===== src/rtl/fft_pkg.sv =====
// Shared constants, state encoding and index-word helpers for the
// 16-point radix-4 FFT sequencer.
package fft_pkg;

  localparam int N      = 16;
  localparam int LANES  = 4;
  localparam int IDX_W  = 4;
  localparam int ROT_W  = 3;
  localparam int WORD_W = LANES * IDX_W;

  typedef enum logic [2:0] {
    ST_IDLE     = 3'd0,
    ST_S1_ISSUE = 3'd1,
    ST_S1_DRAIN = 3'd2,
    ST_S2_ISSUE = 3'd3,
    ST_S2_DRAIN = 3'd4,
    ST_DONE     = 3'd5
  } state_t;

  // Stage 1 group g reads samples g, g+4, g+8, g+12 (lane k = g + 4k).
  function automatic logic [WORD_W-1:0] s1_idx(input logic [1:0] g);
    logic [WORD_W-1:0] w;
    w = '0;
    for (int k = 0; k < LANES; k++) begin
      w[k*IDX_W +: IDX_W] = {2'(k), g};
    end
    return w;
  endfunction

  // Stage 2 group g reads four consecutive samples 4g .. 4g+3 (lane k = 4g + k).
  function automatic logic [WORD_W-1:0] s2_idx(input logic [1:0] g);
    logic [WORD_W-1:0] w;
    w = '0;
    for (int k = 0; k < LANES; k++) begin
      w[k*IDX_W +: IDX_W] = {g, 2'(k)};
    end
    return w;
  endfunction

endpackage


===== src/rtl/fft_delay_line.sv =====
// Valid-tagged shift register carrying {indices, rotation} from issue to the
// butterfly input tap and the write-back tap. Invalid slots carry zeros so the
// taps can drive outputs directly.
module fft_delay_line #(
  parameter int DEPTH = 2,
  parameter int W     = 19,
  parameter int TAP_A = 1,
  parameter int TAP_B = 2
) (
  input  logic         clk,
  input  logic         rst,
  input  logic         push,
  input  logic [W-1:0] din,
  output logic         a_valid,
  output logic [W-1:0] a_data,
  output logic         b_valid,
  output logic [W-1:0] b_data,
  output logic         empty,
  output logic         empty_next
);

  logic [DEPTH-1:0] valid_q;
  logic [DEPTH-1:0] valid_d;
  logic [W-1:0]     data_q [DEPTH];
  logic [W-1:0]     data_d [DEPTH];

  genvar gi;
  generate
    for (gi = 0; gi < DEPTH; gi++) begin : g_stage
      if (gi == 0) begin : g_head
        assign valid_d[gi] = push;
        assign data_d[gi]  = push ? din : '0;
      end else begin : g_body
        assign valid_d[gi] = valid_q[gi-1];
        assign data_d[gi]  = data_q[gi-1];
      end
    end
  endgenerate

  // Advance every slot by one each cycle; reset drops everything in flight.
  always_ff @(posedge clk) begin
    if (rst) begin
      valid_q <= '0;
      for (int i = 0; i < DEPTH; i++) data_q[i] <= '0;
    end else begin
      valid_q <= valid_d;
      for (int i = 0; i < DEPTH; i++) data_q[i] <= data_d[i];
    end
  end

  // A tap at latency T is the slot written T edges after the push.
  assign a_valid = valid_q[TAP_A-1];
  assign a_data  = data_q[TAP_A-1];
  assign b_valid = valid_q[TAP_B-1];
  assign b_data  = data_q[TAP_B-1];

  assign empty      = ~|valid_q;
  // Line will be empty after this edge: nothing entering and only the final
  // slot (about to fall off) may still be occupied.
  assign empty_next = ~push & ~|valid_q[DEPTH-2:0];

endmodule


===== src/rtl/fft16_sched.sv =====
// Sequencer for the 16-point radix-4 FFT: issues two stages of four grouped
// reads, tags each with a rotation code, and replays the indices as write-back
// addresses once the read and butterfly latencies have elapsed.
module fft16_sched
  import fft_pkg::*;
#(
  parameter int RD_LAT = 1,
  parameter int BF_LAT = 1
) (
  input  logic              clk,
  input  logic              rst,
  input  logic              start,
  output logic              busy,
  output logic              done,
  output logic              rd_en,
  output logic [WORD_W-1:0] rd_idx,
  output logic [ROT_W-1:0]  bf_rotation,
  output logic              bf_valid,
  output logic              wr_en,
  output logic [WORD_W-1:0] wr_idx
);

  localparam int L  = RD_LAT + BF_LAT;
  localparam int PW = WORD_W + ROT_W;

  state_t            state_q, state_d;
  logic [1:0]        g_q, g_d;
  logic              issue;
  logic [WORD_W-1:0] issue_idx;
  logic [ROT_W-1:0]  issue_rot;

  logic              a_valid, b_valid;
  logic [PW-1:0]     a_data, b_data;
  logic              dl_empty, dl_empty_next;
  logic              unused_bits;

  // Next-state and issue decode; the drain states leave once the last
  // in-flight write is retiring so the next read lands one cycle after it.
  always_comb begin
    state_d   = state_q;
    g_d       = g_q;
    issue     = 1'b0;
    issue_idx = '0;
    issue_rot = '0;
    case (state_q)
      ST_IDLE: begin
        if (start) begin
          state_d = ST_S1_ISSUE;
          g_d     = 2'd0;
        end
      end
      ST_S1_ISSUE: begin
        issue     = 1'b1;
        issue_idx = s1_idx(g_q);
        issue_rot = {1'b0, g_q};
        g_d       = g_q + 2'd1;
        if (g_q == 2'd3) state_d = ST_S1_DRAIN;
      end
      ST_S1_DRAIN: begin
        if (dl_empty || dl_empty_next) state_d = ST_S2_ISSUE;
      end
      ST_S2_ISSUE: begin
        issue     = 1'b1;
        issue_idx = s2_idx(g_q);
        issue_rot = {1'b1, g_q};
        g_d       = g_q + 2'd1;
        if (g_q == 2'd3) state_d = ST_S2_DRAIN;
      end
      ST_S2_DRAIN: begin
        if (dl_empty || dl_empty_next) state_d = ST_DONE;
      end
      ST_DONE: begin
        state_d = ST_IDLE;
      end
      default: begin
        state_d = ST_IDLE;
      end
    endcase
  end

  // State and group counter registers.
  always_ff @(posedge clk) begin
    if (rst) begin
      state_q <= ST_IDLE;
      g_q     <= 2'd0;
    end else begin
      state_q <= state_d;
      g_q     <= g_d;
    end
  end

  fft_delay_line #(
    .DEPTH (L),
    .W     (PW),
    .TAP_A (RD_LAT),
    .TAP_B (L)
  ) u_dl (
    .clk        (clk),
    .rst        (rst),
    .push       (issue),
    .din        ({issue_idx, issue_rot}),
    .a_valid    (a_valid),
    .a_data     (a_data),
    .b_valid    (b_valid),
    .b_data     (b_data),
    .empty      (dl_empty),
    .empty_next (dl_empty_next)
  );

  assign busy        = (state_q == ST_S1_ISSUE) || (state_q == ST_S1_DRAIN) ||
                       (state_q == ST_S2_ISSUE) || (state_q == ST_S2_DRAIN);
  assign done        = (state_q == ST_DONE);
  assign rd_en       = issue;
  assign rd_idx      = issue_idx;
  assign bf_valid    = a_valid;
  assign bf_rotation = a_data[ROT_W-1:0];
  assign wr_en       = b_valid;
  assign wr_idx      = b_data[PW-1:ROT_W];

  // The butterfly tap only needs the rotation and the write tap only the indices.
  assign unused_bits = ^{a_data[PW-1:ROT_W], b_data[ROT_W-1:0]};

endmodule


===== config.mk =====
export PLATFORM = sky130hd
export DESIGN_NAME = fft16_sched
export DESIGN_NICKNAME = d
export VERILOG_FILES = /design/src/rtl/fft_pkg.sv /design/src/rtl/fft_delay_line.sv /design/src/rtl/fft16_sched.sv
export SDC_FILE = /design/constraint.sdc
export NUM_CORES = 1
export LEC_CHECK = 0
export BUFFER_PORTS_ARGS = -buffer_cell sky130_fd_sc_hd__buf_2
export CAP_MARGIN = 10
export CORE_MARGIN = 3
export CORE_UTILIZATION = 50
export CTS_CLUSTER_DIAMETER = 200
export DETAILED_ROUTE_END_ITERATION = 8
export PLACE_DENSITY = 0.82
export SYNTH_ARGS = -nofsm -noshare
export SYNTH_HDL_FRONTEND = slang
export SYNTH_SLANG_ARGS = --single-unit

===== constraint.sdc =====
create_clock -name clk -period 3.3 [get_ports clk]
set_clock_uncertainty 0.2 [all_clocks]
set_input_delay 0.33 -clock clk [delete_from_list [all_inputs] [get_ports clk]]
set_output_delay 0.33 -clock clk [all_outputs]
set_load 0.02 [all_outputs]

# Yosys cells after proc, flatten, opt, wreduce, memory -nomap -nowiden
# Memory sizes are Yosys's and may differ from the RTL's.
# Cells that the tools add are included.
[totals] memories=1 inputBits=3 ram_bits=38 elab_cells=49 register_bits=7
[op_classes] bitwise_logic=4 n_addsub=1 n_reduce_logical=12 n_eq_ne=11 mux=17
[mem_list] name="u_dl.data_q" words=2 width=19 rd=2 rd_clocked_by_memory_dff=0 wr=2 line="fft_delay_line.sv:24" text="logic [W-1:0] data_q [DEPTH];"
[ops] op="$mux 19" n=3
[ops] op="$pmux 16 s2" n=1
[ops] op="$mux 3" n=5
[ops] op="$pmux 3 s5" n=1
[ops] op="$ne 2x2->1 const B" n=5
[ops] op="$eq 3x2->1 const B" n=2
[ops] op="$eq 3x3->1 const B" n=2
[ops] op="$pmux 3 s2" n=1
[ops] op="$reduce_and 5->1" n=1
[ops] op="$logic_or 1x1->1" n=4
[ops] op="$mux 1" n=4
[ops] op="$pmux 2 s2" n=1
[ops] op="$reduce_or 2->1" n=2
[ops] op="$eq 3x1->1 const B" n=1
[ops] op="$logic_not 3->1" n=1
[ops] op="$add 2x1->2 const B" n=1
[ops] op="$eq 2x2->1 const B" n=1
[ops] op="$logic_not 1->1" n=2
[ops] op="$mux 2" n=1
[ops] op="$or 1x1->1" n=2
[ops] op="$reduce_and 2->1" n=1
[ops] op="$reduce_bool 2->1" n=1
[ops] op="$and 1x1->1" n=1
[ops] op="$not 1->1" n=1

# Logic depth before layout (Yosys ltp)
[logic_depth] word_depth=8 mapped_depth=8 ltp_nobuf=6

# Cells and area by module
# From an unflattened synthesis, not the netlist that was laid out.
[unflattened] hier_cells=145 hier_area_um2=1557.7
[modules_own_cells] module="fft_delay_line" instances=1 cells_each=88 seq_area_each_um2=800.8 area_per_inst_um2=1136.1
[modules_own_cells] module="fft16_sched" instances=1 cells_each=57 seq_area_each_um2=100.1 area_per_inst_um2=421.7

# Worst setup path before layout
# No wires, ideal clock.
[synth_path] kind="register to output" from="register state_q[2]" to="output rd_idx[8]" path_stages_with_launch=6 setup_slack_ns=1.238 t_arrival_ns=1.532 cell_sequence="dfxtp_1 -> buf_6 -> nand2b_4 -> buf_6 -> nor3b_1 -> buf_4"
[synth_via] elab_chain_cells=2 word_cells_on_any_way=3
[synth_lines] item="from (decl)" line="fft16_sched.sv:26" text="state_t state_q, state_d;"
[synth_lines] item="from (signal assigned)" line="fft16_sched.sv:87" text="state_q <= state_d;"
[synth_lines] item="$eq 3x2->1 / $eq 3x1->1 (equally long branches)" line="fft16_sched.sv:45" text="case (state_q)"
[synth_lines] item="$pmux 16 s2 *" line="fft16_sched.sv:45"
[synth_lines] item="to (decl)" line="fft16_sched.sv:16" text="output logic [WORD_W-1:0] rd_idx,"
# Every way passes the cells marked *; elsewhere a longest branch is shown, timed or not.

# Final worst setup path
[layout_path] from="register state_q[1]" to="output rd_idx[10]"
# The elaborated chain is that of the path after synthesis.

==> results.tsv <==
stage	metric	value	unit
run_status	status	finished, final reports clean	
yosys	synth.top_cell.area_share	46.8	%
cts	post_cts_buffers	0	
timing	setup_viol_count_final	0	
cts	ctsLongestPathBuffers	2	
timing	fin_crit_sh	64.9	%
job	drv_cap	0	
cts	hold_buffers	0	
hold_path	whs_path_depth	2	
power	vdd_drop_max	0.496	mV
floorplan	core-area	2040	um2
drt	drt_iter0_drc	9	
power	power_per_cell_area	490	nW/um2
cts	h-tree-depth	1	
layout	fin_nets	138	
timing	slew_headroom	51.9	%
floorplan	die_y	53.1	um
floorplan	initial_core_util	54.4	%
timing	clock.fmax	0.467	GHz
worst_setup_path	cp-start-kind	flop	
floorplan	dieArea	2820	um2
layout	drive_gt1_share	45.1	%
grt	grt_pass1_vias	594	
power	p_leak	0.626	nW
grt	gr-total-overflow	0	
worst_setup_path	crit_required	2770	ps
yosys	synth_cell_types	28	
grt	grt_pass1_wl	2570	um
yosys	synth_top_area_cell	dfxtp_1	
yosys	syn_area	1110	um2
drt	vias_per_cell	4.66	
layout	syn2layout_area_growth	10.1	%
cts	cts_sinks	26	
yosys	ys_seq_area_share	46.8	%
layout	antenna_cells	0	
worst_setup_path	crit_chain	and3_2 > buf_2	
drt	num_vias	745	
yosys	synth_edf_count	0	
cts	cts_resized	0	
yosys	synth_area_leaders	dfxtp_1 47%, buf_4 13%, nor2b_1 6.2%	
yosys	async_reset_ff_share	0	%
hold_path	min_path_type	in -> reg	
worst_setup_path	startpoint	state_q[1]	
worst_setup_path	slowest_stage	dfxtp_1	
cts	cts_tree	done	
grt	grt_max_degree	22	
timing	hold_slack	168	ps
yosys	yosysMostFrequentCell	dfxtp_1	
worst_setup_path	cp.arrival	1610	ps
drt	routedWlPerCell	10.3	um
drt	ant_nets	0	
cts	path_clk_slew	130	ps
worst_setup_path	r2r_start	state_q[1]	
worst_setup_path	cp-end-kind	primary output	
worst_setup_path	crit_type	reg -> out	
yosys	synth_seq_cells	26	
floorplan	die_w	53.1	um
timing	worst_slew_pin_slew	721	ps
yosys	ys.warnings.count	0	
grt	grt_antenna_before_repair	0	
drt	routed_wl	1650	um
worst_setup_path	rr_worst_depth	3	
yosys	synthCells	111	
yosys	synth_ff_type	dfxtp_1	
place	dp_hpwl	1240	um
worst_setup_path	slowest_delay	810	ps
yosys	synthesis.nets	115	
timing	slew_violations	0	
yosys	synthTopCellsByCount	26 x dfxtp_1, 19 x buf_4, 13 x nor2_1, 11 x nor2b_1	
cts	cts-buffers-inserted	3	
drt	firstDrtPassIters	4	
yosys	syn_avg_cell_area	10.0	um2
floorplan	row_count	16	
grt	track_usage	12.4	%
worst_setup_path	critical_path.max_fanout	21	
timing	fin_crit	2140	ps
hold_path	hp-start	rst	
drt	drc	0	
floorplan	ios	43	
place	gp_congestion	0.774	
cts	cts_root_buffer	clkbuf_4	
place	io_buffers	42	
cts	worstSkewPairLatency	310	ps
timing	rsz0062_at_grt	false	
timing	setup-tns-final	0	ps
timing	finalHoldViolations	0	
placed cells by master, fill, tap and decap left out:
master	count
a211o_2	1
a32oi_1	1
nor2b_4	2
clkbuf_4	3
o21ai_0	1
xor2_1	1
dfxtp_1	26
or3_1	1
inv_8	1
and3_2	4
xnor2_1	1
inv_4	1
a31oi_1	1
and2_4	2
inv_1	1
nor2b_1	11
bufinv_16	1
nor3_1	1
buf_2	42
o32a_2	1
nand2b_4	2
nor2_1	13
a21oi_1	3
ha_1	1
nand2b_1	3
or2b_1	1
nand2_1	3
nor3b_1	4
cell type report:
class	instances	area [um2]
Clock buffer	3	22.5
Clock inverter	1	30.0
Fill cell	193	818
Inverter	3	21.3
Multi-Input combinational cell	58	385
Sequential cell	26	520
Tap cell	27	33.8
Timing Repair Buffer	42	210
layer usage:
metal,wire (um),part of all wire (%),vias up,GRT usage (%)
met3,175,11,2,5.07
met5,0,0,-,0
met4,12,0.73,0,2.55
li1,-,-,381,-
met1,655,40,328,15.1
met2,807,49,34,20.5
sequential cells by signal, indices dropped and copies added (netlist names):
signal        flops
state_q           3
g_q               2
u_dl.valid_q      2
u_dl.data_q      19
kinds of logic after synthesis:
| group | after synthesis | synth area share [%] |
|---|---|---|
| simple gates | 47 | 26.9 |
| buf+inv | 27 | 18.5 |
| xor+xnor | 2 | 1.58 |
| fa+ha+maj | 1 | 1.13 |
| flops | 26 | 46.8 |
| compound gates | 8 | 5.07 |
path summary, 6_finish.rpt:
check                  endpoint  slack (ps)
max                  rd_idx[10]        1160
min           u_dl.data_q[0][2]         170
max reg2reg          state_q[0]        1650
min reg2reg  u_dl.data_q[0][32]         250
metrics by stage:
stage | setup slack, ps | utilization (%) | power [mW] | cells | cell area, um2
detailed placement | 1520 | 57.4 | 0.396 | 156 | 1170
global route | 1040 | 59.9 | 0.624 | 160 | 1220
global placement | 1550 | 57.4 | 0.395 | 156 | 1170
finish | 1160 | 59.9 | 0.599 | 160 | 1220
CTS | 1140 | 59.9 | 0.609 | 160 | 1220
floorplan | 1240 | - | 0.386 | 111 | 1110
critical path, delay by kind of cell (launching register included):
kind	cells	cell delay [ps]
buffers and inverters	1	160
flip-flops	1	810
AND/OR/NAND/NOR	1	320
report_power, final:
| group | switching [mW] | internal [mW] | leakage [nW] | total (mW) |
|---|---|---|---|---|
| clock network | 0.0886 | 0.123 | 0.0279 | 0.211 |
| logic | 0.0386 | 0.0215 | 0.387 | 0.0601 |
| registers | 0.00690 | 0.321 | 0.211 | 0.328 |
| total | 0.134 | 0.465 | 0.626 | 0.599 |
Note: power is estimated with default switching activity, not from simulation.
